**config.mk**
```make
export PLATFORM = sky130hd
export DESIGN_NAME = dds_nco
export DESIGN_NICKNAME = d
export VERILOG_FILES = /design/src/rtl/dds_nco.sv
export SDC_FILE = /design/constraint.sdc
export NUM_CORES = 1
export LEC_CHECK = 0
export CORE_ASPECT_RATIO = 2
export CORE_MARGIN = 5
export CORE_UTILIZATION = 40
export CTS_CLUSTER_DIAMETER = 120
export DETAILED_ROUTE_END_ITERATION = 7
export GPL_TIMING_DRIVEN = 1
export PLACE_DENSITY = 0.67
export SLEW_MARGIN = 25
export SYNTH_ARGS = -nofsm -noshare
export SYNTH_HDL_FRONTEND = slang
export SYNTH_SLANG_ARGS = --single-unit
```
**constraint.sdc**
```tcl
create_clock -name clk -period 5.89 [get_ports clk]
set_input_delay 1.178 -clock clk [delete_from_list [all_inputs] [get_ports clk]]
set_output_delay 1.178 -clock clk [all_outputs]
set_load 0.02 [all_outputs]
```
**src/rtl/dds_nco.sv**
```systemverilog
// Phase-continuous NCO: signed FTW accumulates into a phase register, which is
// folded onto a quarter-wave sine ROM and sign-restored over a 4-register pipeline.
module dds_nco #(
  parameter int FTW_W      = 12,
  parameter int ACC_W      = 16,
  parameter int LUT_ADDR_W = 8,
  parameter int OUT_W      = 12
) (
  input  logic                    clk,
  input  logic                    reset,
  input  logic                    en,
  input  logic                    sync_clear,
  input  logic signed [FTW_W-1:0] control,
  output logic signed [OUT_W-1:0] sample,
  output logic                    sample_valid
);

  localparam int LUT_N = 2 ** LUT_ADDR_W;
  localparam int MAG_W = OUT_W - 1;
  localparam int LSB_W = ACC_W - 2 - LUT_ADDR_W;

  // Half-LSB phase offset keeps entries symmetric, so ~idx folding needs no edge fix-up.
  function automatic logic [MAG_W-1:0] rom_entry(input int k);
    real amp;
    real ang;
    amp = real'((2 ** MAG_W) - 1);
    ang = 3.14159265358979323846 / 2.0 * (real'(k) + 0.5) / real'(LUT_N);
    return MAG_W'($rtoi(amp * $sin(ang) + 0.5));
  endfunction

  logic [MAG_W-1:0] rom [LUT_N];

  for (genvar k = 0; k < LUT_N; k++) begin : g_rom
    localparam logic [MAG_W-1:0] ENTRY = rom_entry(k);
    assign rom[k] = ENTRY;
  end

  logic [ACC_W-1:0] ftw_ext;
  logic [ACC_W-1:0] acc;
  logic [ACC_W-1:0] p1;
  logic             v1;

  assign ftw_ext = {{(ACC_W - FTW_W){control[FTW_W-1]}}, control};

  // p1 carries the pre-add phase, so the first enabled step after a restart is phase 0.
  always_ff @(posedge clk or posedge reset) begin
    if (reset) begin
      acc <= '0;
      p1  <= '0;
      v1  <= 1'b0;
    end else if (sync_clear) begin
      if (en) begin
        acc <= ftw_ext;
        p1  <= '0;
        v1  <= 1'b1;
      end else begin
        acc <= '0;
        v1  <= 1'b0;
      end
    end else if (en) begin
      acc <= acc + ftw_ext;
      p1  <= acc;
      v1  <= 1'b1;
    end else begin
      v1 <= 1'b0;
    end
  end

  logic [1:0]            quad;
  logic [LUT_ADDR_W-1:0] idx;
  logic [LUT_ADDR_W-1:0] addr_fold;
  logic [LSB_W-1:0]      unused_phase_lsbs;

  assign quad              = p1[ACC_W-1 -: 2];
  assign idx               = p1[ACC_W-3 -: LUT_ADDR_W];
  assign unused_phase_lsbs = p1[LSB_W-1:0];
  assign addr_fold         = quad[0] ? ~idx : idx;

  logic [LUT_ADDR_W-1:0] addr2;
  logic                  neg2;
  logic                  v2;

  always_ff @(posedge clk or posedge reset) begin
    if (reset) begin
      addr2 <= '0;
      neg2  <= 1'b0;
      v2    <= 1'b0;
    end else begin
      addr2 <= addr_fold;
      neg2  <= quad[1];
      v2    <= v1;
    end
  end

  logic [MAG_W-1:0] mag3;
  logic             neg3;
  logic             v3;

  always_ff @(posedge clk or posedge reset) begin
    if (reset) begin
      mag3 <= '0;
      neg3 <= 1'b0;
      v3   <= 1'b0;
    end else begin
      mag3 <= rom[addr2];
      neg3 <= neg2;
      v3   <= v2;
    end
  end

  logic signed [OUT_W-1:0] mag_s;

  assign mag_s = {1'b0, mag3};

  // Magnitude never reaches 2^(OUT_W-1), so negation cannot overflow.
  always_ff @(posedge clk or posedge reset) begin
    if (reset) begin
      sample       <= '0;
      sample_valid <= 1'b0;
    end else begin
      if (v3) sample <= neg3 ? -mag_s : mag_s;
      sample_valid <= v3;
    end
  end

endmodule

```
### Word level (Yosys, flattened, before mapping)

Memories as Yosys holds them, arrays and structs flattened. A register that Yosys moved wholly into a read port is not among the register bits.
Cells that the tools add are included.

| storage, ports and cells | value |
|---|---|
| memories | 1 |
| RAM bits | 0 |
| logic and storage cells | 25 |
| flip-flop bits (word level) | 58 |
| latch bits | 0 |
| memory bits (read-only) | 2816 |
| output and inout bits | 13 |

Memory list:

| name | depth | bits a word | rd ports | clocked after Yosys merged registers in | wr ports | RTL line | RTL |
|---|---|---|---|---|---|---|---|
| (no name shown) | 256 | 11 | 1 | 1 | 0 | 105 | `mag3 <= rom[addr2];` |

| operators by class | value |
|---|---|
| divide/modulo/power cells | 0 |
| shift operators | 0 |
| add/subtract/negate cells | 2 |
| multipliers | 0 |
| mux-type cells | 9 |
| order comparisons | 0 |
| reductions and logical operators | 1 |
| bitwise gates (word level) | 2 |
| equal/unequal tests | 0 |

Operators with widths:

| operator | number |
|---|---|
| $mux W16 | 6 |
| $add A16 B16 Y16 | 1 |
| $mux W12 | 1 |
| $neg A11 Y12 | 1 |
| $not A8 Y9 | 1 |
| $mux W8 | 1 |
| $not A8 Y8 | 1 |
| $reduce_bool A2 Y1 | 1 |
| $mux W1 | 1 |

### Longest topological paths before layout

Gate-level depths: netlist of run 1.

| depth | value |
|---|---|
| word-level depth | 3 |
| gate-level depth with buffers | 13 |
| depth with buffers taken out | 10 |

### Worst setup path after synthesis of run 1

OpenSTA, ideal clock, no wires.

| path | value |
|---|---|
| path type | input -> register |
| start | input control[0] |
| end | register acc[14] |
| setup time | 0.126 ns |
| path buffers | 0 |
| slack | 2.786 ns |
| arrival | 2.978 ns |
| data required time | 5.764 ns |
| stages on the path | 10 |
| cells stage by stage | ha_1 -> fa_1 -> a211oi_1 -> o21ai_0 -> nand2_1 -> a311oi_1 -> nand3_1 -> nand2_1 -> xor2_1 -> a221o_1 |

| on the way | value |
|---|---|
| cells in the longest elaborated chain, start to end | 3 |

RTL lines:

| element | RTL line | RTL |
|---|---|---|
| start: declaration | 13 | `input logic signed [FTW_W-1:0] control,` |
| $add A16 B16 Y16 | 61 | `acc <= acc + ftw_ext;` |
| $mux W16 | 60 | `end else if (en) begin` |
| $mux W16 | 51 | `end else if (sync_clear) begin` |
| end signal: assignment | 53 | `acc <= ftw_ext;` |
| end signal: assignment | 61 |  |
| end: declaration | 39 | `logic [ACC_W-1:0] acc;` |

No other way between the ends. The select of a mux whose other input is x is not followed.
A chain may end at the register's enable or synchronous reset.

### Final worst setup path of run 1

| path | value |
|---|---|
| start | register addr2[2] |
| end | register mag3[4] |

| on the way | value |
|---|---|
| cells in the longest elaborated chain, start to end | 1 |

RTL lines:

| element | RTL line | RTL |
|---|---|---|
| start: declaration | 79 | `logic [LUT_ADDR_W-1:0] addr2;` |
| start signal: assignment | 89 | `addr2 <= addr_fold;` |
| $not A8 Y9 (implied by the code) | 105 |  |
| end: declaration | 95 | `logic [MAG_W-1:0] mag3;` |

No other way between the ends.

==> impl_metrics.env, run 1 <==
export IMPL_post_dp_hpwl_um=14500
export IMPL_synth_edff_count=0
export IMPL_start_util_pct=40.7
export IMPL_totalNegativeSetupSlack_ps=0
export IMPL_min_delay_path_class="reg2reg"
export IMPL_htree_num_levels=3
export IMPL_num_rows=62
export IMPL_final_area_mm2=0.00653
export IMPL_cp_required_ps=6100
export IMPL_ioPinCount=29
export IMPL_internal_power_mw=1.60
export IMPL_clock_insertion_delay_worst_skew_ps=340
export IMPL_syn_to_final_growth_pct=11.8
export IMPL_nets_in_the_synthesized_netlist=829
export IMPL_clock_period_minus_worst_slack_ps=3450
export IMPL_syn_area_mm2=0.00584
export IMPL_endpoint_kind="flop"
export IMPL_routedWlPerCell_um=21.1
export IMPL_vdd_drop_max_mv=0.190
export IMPL_groute_usage_overall_pct=24.4
export IMPL_slew_headroom_pct=30.3
export IMPL_cts_resized=0
export IMPL_uppermost_routed_layer="met4"
export IMPL_average_cell_area_after_synthesis_um2=7.47
export IMPL_first_global_vias=5946
export IMPL_fin_hold_ws_ps=353
export IMPL_dp_cells=949
export IMPL_yosys_synthesis_warning_count=0
export IMPL_globalRouteOverflowTotal=0
export IMPL_met2_length_um=10400
export IMPL_place_area_mm2=0.00618
export IMPL_m1WireLength_um=6690
export IMPL_detail_route_drc_violations=0
export IMPL_fp_coreArea_mm2=0.0144
export IMPL_outcome="finished clean"
export IMPL_synth_flop_cell="dfrtp_1"
export IMPL_max_cap_violations=0
export IMPL_tightest_slew_ps=1040
export IMPL_arrival_ps=3660
export IMPL_synthTopCellsByArea="dfrtp_1 (27%), a21oi_1 (6.9%), ha_1 (6.4%)"
export IMPL_most_frequent_standard_cell_in_the_layout_excluding_fill_and_tap_cells="nor2_1"
export IMPL_power_density_mw_per_mm2=465
export IMPL_dr_first_iter_drc_count=712
export IMPL_max_clock_path_buffers=2
export IMPL_dieArea_mm2=0.0173
export IMPL_die_w_um=95.4
export IMPL_cts_sinks=63
export IMPL_tritoncts="yes"
export IMPL_critical_path_startpoint_type="flop"
export IMPL_grt_antenna_before_repair=0
export IMPL_cts_hold_buffers_added=0
export IMPL_final_layout_size_suffix_gt1_share_pct=6.08
export IMPL_routed_wirelength_um=20400
export IMPL_met3_wirelength_um=1360
export IMPL_pre_cts_slack_ps=2140
export IMPL_finClkSkew_ps=6.23
export IMPL_synth_yosys_seq_area_share_pct=27.0
export IMPL_n_fill_cell=1450
export IMPL_clk_pwr_share_pct=20.5
export IMPL_critPathKind="reg2reg"
export IMPL_seq_cells_post_synth=63
export IMPL_report_power_total_mw=3.04
export IMPL_detail_route_vias_per_cell=6.32
export IMPL_top_library_cells_by_usage_in_the_layout_fill_and_taps_aside="nor2_1 (96), nand2_1 (87), a21oi_1 (81), o21ai_0 (71), dfrtp_1 (61)"
export IMPL_n_antenna_cell=0
export IMPL_layout_cells_non_filler=965
export IMPL_timing_max_transition_violations_final=0
export IMPL_power_share_combinational_pct=56.1
export IMPL_final_setup_worst_slack_ps=2440
export IMPL_io_buffers=28
export IMPL_unrepaired_setup_endpoints_after_global_routing="false"
export IMPL_report_final_setup_viol=0
export IMPL_nNetsFinal=815
export IMPL_post_synth_top_area_cell="dfrtp_1"
export IMPL_cts_reportedPaths_clkPinSlew_ps=60
export IMPL_drt_first_pass_iters=8
export IMPL_power_share_switching_pct=47.2
export IMPL_largest_net_degree_at_the_start_of_global_routing=63
export IMPL_global_route_wire_length_before_repair_um=32400
export IMPL_postSynthCellCount=782
export IMPL_power_leakage_nw=2.63
export IMPL_synth_top_area_share_pct=27.0
export IMPL_floorplan_die_height_um=181
export IMPL_ctsRootBufferMaster="clkbuf_16"
export IMPL_finalCoreUtilization_pct=45.5
export IMPL_post_cts_repair_setup_buffers=0
export IMPL_synth_lib_cells_used_distinct=65
export IMPL_cts_buffers=9
export IMPL_final_period_utilization_pct=58.5
export IMPL_synthArstFlopShare_pct=100
export IMPL_gp_congestion=1.08
export IMPL_crit_fanout=25
export IMPL_switching_power_mw=1.43
export IMPL_via_count=6100
export IMPL_fmaxAchievable_mhz=290
export IMPL_detail_route_antenna_nets=0
export IMPL_seq_power_share_pct=23.5
export IMPL_hold_viol=0
## worst max-delay path, stage by stage (launching register included)
cell and delay (ps):
dfrtp_1 860, inv_1 570, ha_1 500, nor2_1 70, nor3_1 630, o22ai_1 130
a31oi_1 240, o211ai_1 130, o31ai_1 160
## cell usage after synthesis (all sizes together), types with 3 or more instances
library cell,instances
a211oi,15
a21o,5
a21oi,81
a221o,6
a221oi,7
a311oi,4
a31oi,12
and3,4
buf,28
clkbuf,40
dfrtp,63
ha,30
inv,19
mux2,3
mux2i,8
mux4,4
nand2,87
nand2b,8
nand3,20
nand3b,3
nor2,96
nor2b,15
nor3,22
nor4,3
o2111ai,5
o211ai,16
o21ai,71
o221ai,6
o22ai,7
o2bb2ai,7
o311ai,10
o31ai,9
o32ai,4
or3,7
xnor2,6
xor2,22
## sequential cells by signal (all words and copies together), names as in the netlist
register and cells:
sample 12, v3 1, sample_valid 1, p1 10, v2 1, v1 1
neg3 1, addr2 8, neg2 1, acc 16, mag3 11
## path summary, 6_finish.rpt
check,endpoint,from,slack [ps],cells after the start
worst min-delay path,v3,v2,350,0
worst max-delay path,mag3[4],addr2[2],2440,8
worst min register to register,v3,v2,350,0
min in group asynchronous,p1[15],reset,1270,2
worst max register to register,mag3[4],addr2[2],2440,8
max in group asynchronous,addr2[3],reset,3710,3
## per-layer routing
metal	track usage [%]	vias to the layer above
li1	-	2847
met1	24.0	2849
met2	42.0	294
met3	5.66	110
met4	20.0	0
met5	0	-
## cell type report
| class | count | area [um2] | area share [%] |
|---|---|---|---|
| Multi-Input combinational cell | 631 | 3900 | 59.7 |
| Inverter | 20 | 75.1 | 1.15 |
| Clock inverter | 6 | 108 | 1.65 |
| Clock buffer | 10 | 239 | 3.66 |
| Tap cell | 192 | 240 | 3.68 |
| Sequential cell | 63 | 1580 | 24.2 |
| Timing Repair Buffer | 43 | 393 | 6.02 |
## logic make-up after synthesis
kind of cell / share of synthesized area, %
AOI/OAI and AO/OA: 31.5
xor gates and xnor gates: 4.20
adders and majority gates: 6.77
buffers and inverters: 6.30
DFF: 27.0
muxes: 3.49
and+or+nand+nor: 20.8
## power groups by stage
stage               Sequential (mW)  Clock, mW  Combinational [mW]
floorplan                     0.677          0                1.19
global placement              0.716          0                1.64
detailed placement            0.719          0                1.64
CTS                           0.712      0.630                1.65
global route                  0.734      0.646                1.85
finish                        0.712      0.623                1.70
No activity file was read; power rests on OpenSTA's default activity.
==> inputs of run 2 (changes only) <==
--- a/config.mk
+++ b/config.mk
@@ -11,7 +11,7 @@
 export CTS_CLUSTER_DIAMETER = 120
 export DETAILED_ROUTE_END_ITERATION = 7
 export GPL_TIMING_DRIVEN = 1
-export PLACE_DENSITY = 0.67
+export PLACE_DENSITY = 0.69
 export SLEW_MARGIN = 25
 export SYNTH_ARGS = -nofsm -noshare
 export SYNTH_HDL_FRONTEND = slang
==> constraint.sdc (replaced) <==
create_clock -name clk -period 3.1 [get_ports clk]
set_input_delay 0.62 -clock clk [delete_from_list [all_inputs] [get_ports clk]]
set_output_delay 0.62 -clock clk [all_outputs]
set_load 0.02 [all_outputs]
==> impl_metrics.env, run 2 (synthesis results as in run 1) <==
export IMPL_largestRegisters="acc: 16 flops, sample: 12 flops, mag3: 11 flops"
export IMPL_detail_route_antenna_nets=0
export IMPL_detail_route_drc_violations=0
export IMPL_holdPathStages=0
export IMPL_cts_hold_buffers_added=0
export IMPL_grt_use_met2_pct=46.0
export IMPL_largest_net_degree_at_the_start_of_global_routing=80
export IMPL_path_depth=10
export IMPL_routedWlPerCell_um=21.9
export IMPL_ioPinCount=29
export IMPL_path_cells="inv_1 > ha_1 > nor2b_1 > nor2_1 > o21ai_0 > nor2_1 > nor3_1 > a21oi_1 > mux4_2 > inv_1"
export IMPL_max_cap_violations=0
export IMPL_vdd_drop_max_mv=0.421
export IMPL_gp_congestion=1.01
export IMPL_floorplan_die_height_um=181
export IMPL_clock_insertion_delay_worst_skew_ps=340
export IMPL_via_count=6270
export IMPL_power_density_mw_per_mm2=874
export IMPL_dieArea_mm2=0.0173
export IMPL_num_rows=62
export IMPL_max_flop_register="acc"
export IMPL_fin_hold_ws_ps=349
export IMPL_ctsRootBufferMaster="clkbuf_16"
export IMPL_cts_resized=0
export IMPL_final_setup_worst_slack_ps=254
export IMPL_critical_path_top_delay_family="simple AND/OR/NAND/NOR gates"
export IMPL_io_buffers=28
export IMPL_use_met1_pct=23.8
export IMPL_cp_slowest_stage_delay_ps=550
export IMPL_r2r_cells=10
export IMPL_n_antenna_cell=0
export IMPL_grt_util_met3_pct=4.33
export IMPL_finClkSkew_ps=6.36
export IMPL_endpoint_kind="flop"
export IMPL_start_util_pct=40.7
export IMPL_place_area_mm2=0.00647
export IMPL_cts_sinks=63
export IMPL_drt_first_pass_iters=5
export IMPL_die_w_um=95.4
export IMPL_most_frequent_standard_cell_in_the_layout_excluding_fill_and_tap_cells="nor2_1"
export IMPL_dr_first_iter_drc_count=746
export IMPL_crit_path_top_delay_cell="mux4_2"
export IMPL_min_delay_path_class="reg2reg"
export IMPL_multiInputGateArea_mm2=0.00390
export IMPL_nNetsFinal=845
export IMPL_cts_reportedPaths_clkPinSlew_ps=60
export IMPL_final_area_mm2=0.00677
export IMPL_report_final_setup_viol=0
export IMPL_syn_to_final_growth_pct=16.0
export IMPL_clock_period_minus_worst_slack_ps=2850
export IMPL_max_clock_path_buffers=2
export IMPL_finalCoreUtilization_pct=47.2
export IMPL_fmaxAchievable_mhz=351
export IMPL_power_leakage_nw=2.77
export IMPL_tightest_slew_ps=843
export IMPL_pre_cts_slack_ps=-62.7
export IMPL_cp_num_buf_inv=2
export IMPL_critical_path_startpoint_type="flop"
export IMPL_tritoncts="yes"
export IMPL_globalRouteOverflowTotal=0
export IMPL_groute_usage_overall_pct=25.8
export IMPL_outcome="finished clean"
export IMPL_post_dp_hpwl_um=16300
export IMPL_slew_headroom_pct=43.1
export IMPL_cp_required_ps=3380
export IMPL_final_period_utilization_pct=91.8
export IMPL_unrepaired_setup_endpoints_after_global_routing="false"
export IMPL_timing_max_transition_violations_final=0
export IMPL_final_layout_size_suffix_gt1_share_pct=9.59
export IMPL_hold_viol=0
export IMPL_largest_reg_flops=16
export IMPL_routed_wirelength_um=21800
export IMPL_top_library_cells_by_usage_in_the_layout_fill_and_taps_aside="nor2_1 (95), nand2_1 (87), a21oi_1 (81), o21ai_0 (71), dfrtp_1 (61)"
export IMPL_critPathKind="reg2reg"
export IMPL_fp_coreArea_mm2=0.0144
export IMPL_detail_route_vias_per_cell=6.30
export IMPL_n_fill_cell=1437
export IMPL_global_route_wire_length_before_repair_um=33800
export IMPL_regArea_mm2=0.00158
export IMPL_crit_fanout=7
export IMPL_globalRoute_busiestLayer="met2"
export IMPL_grt_antenna_before_repair=0
export IMPL_post_cts_repair_setup_buffers=0
export IMPL_arrival_ps=3120
export IMPL_first_global_vias=6352
export IMPL_cts_buffers=9
export IMPL_htree_num_levels=3
## run 2: cell count changes in the layout (fill, tap and decap cells not counted), sizes merged
cell and change:
buf +30, clkbuf +1, bufinv -2, inv +1
## run 2: worst paths after layout
path / endpoint / from / slack [ps]
max: mag3[0] / addr2[1] / 250
min: v2 / v1 / 350
max reg2reg: mag3[0] / addr2[1] / 250
min reg2reg: v2 / v1 / 350
max in group asynchronous: addr2[4] / reset / 1790
min in group asynchronous: v2 / reset / 680
## run 2: metrics by stage
step / cells / TNS, ps / power [mW]
floorplan: 782 / 0 / 3.54
global placement: 979 / -31.4 / 4.76
detailed placement: 979 / -62.7 / 4.77
CTS: 995 / 0 / 5.80
global route: 995 / 0 / 6.26
finish: 995 / 0 / 5.92
## run 2: layer usage
metal | vias up | wire (um)
met5 | - | 0
met4 | 0 | 2310
met3 | 145 | 1200
met2 | 318 | 11400
met1 | 2912 | 6870
li1 | 2895 | -
## run 2: layout make-up
class,count,area share (%)
clock buffers,11,3.58
clock inverters,5,0.831
inverters,20,1.11
multi-input cells,631,57.6
flip-flops and latches,63,23.3
well taps,192,3.55
repair buffers,73,10.0
## run 2: worst reg2reg max path, delay by kind of cell, from the launching register on
family                   cells  cell delay, ps
AO/OA/AOI/OAI                2             230
adder cells (fa/ha/maj)      1             510
buffers and inverters        2             250
flip-flops                   1             420
multiplexers                 1             550
AND/OR/NAND/NOR              4             820
## run 2: power breakdown
part           total (mW)  internal, mW  switching, mW
registers            1.29          1.05          0.234
clock network        1.03         0.644          0.386
logic                3.60          1.36           2.24
total                5.92          3.06           2.86
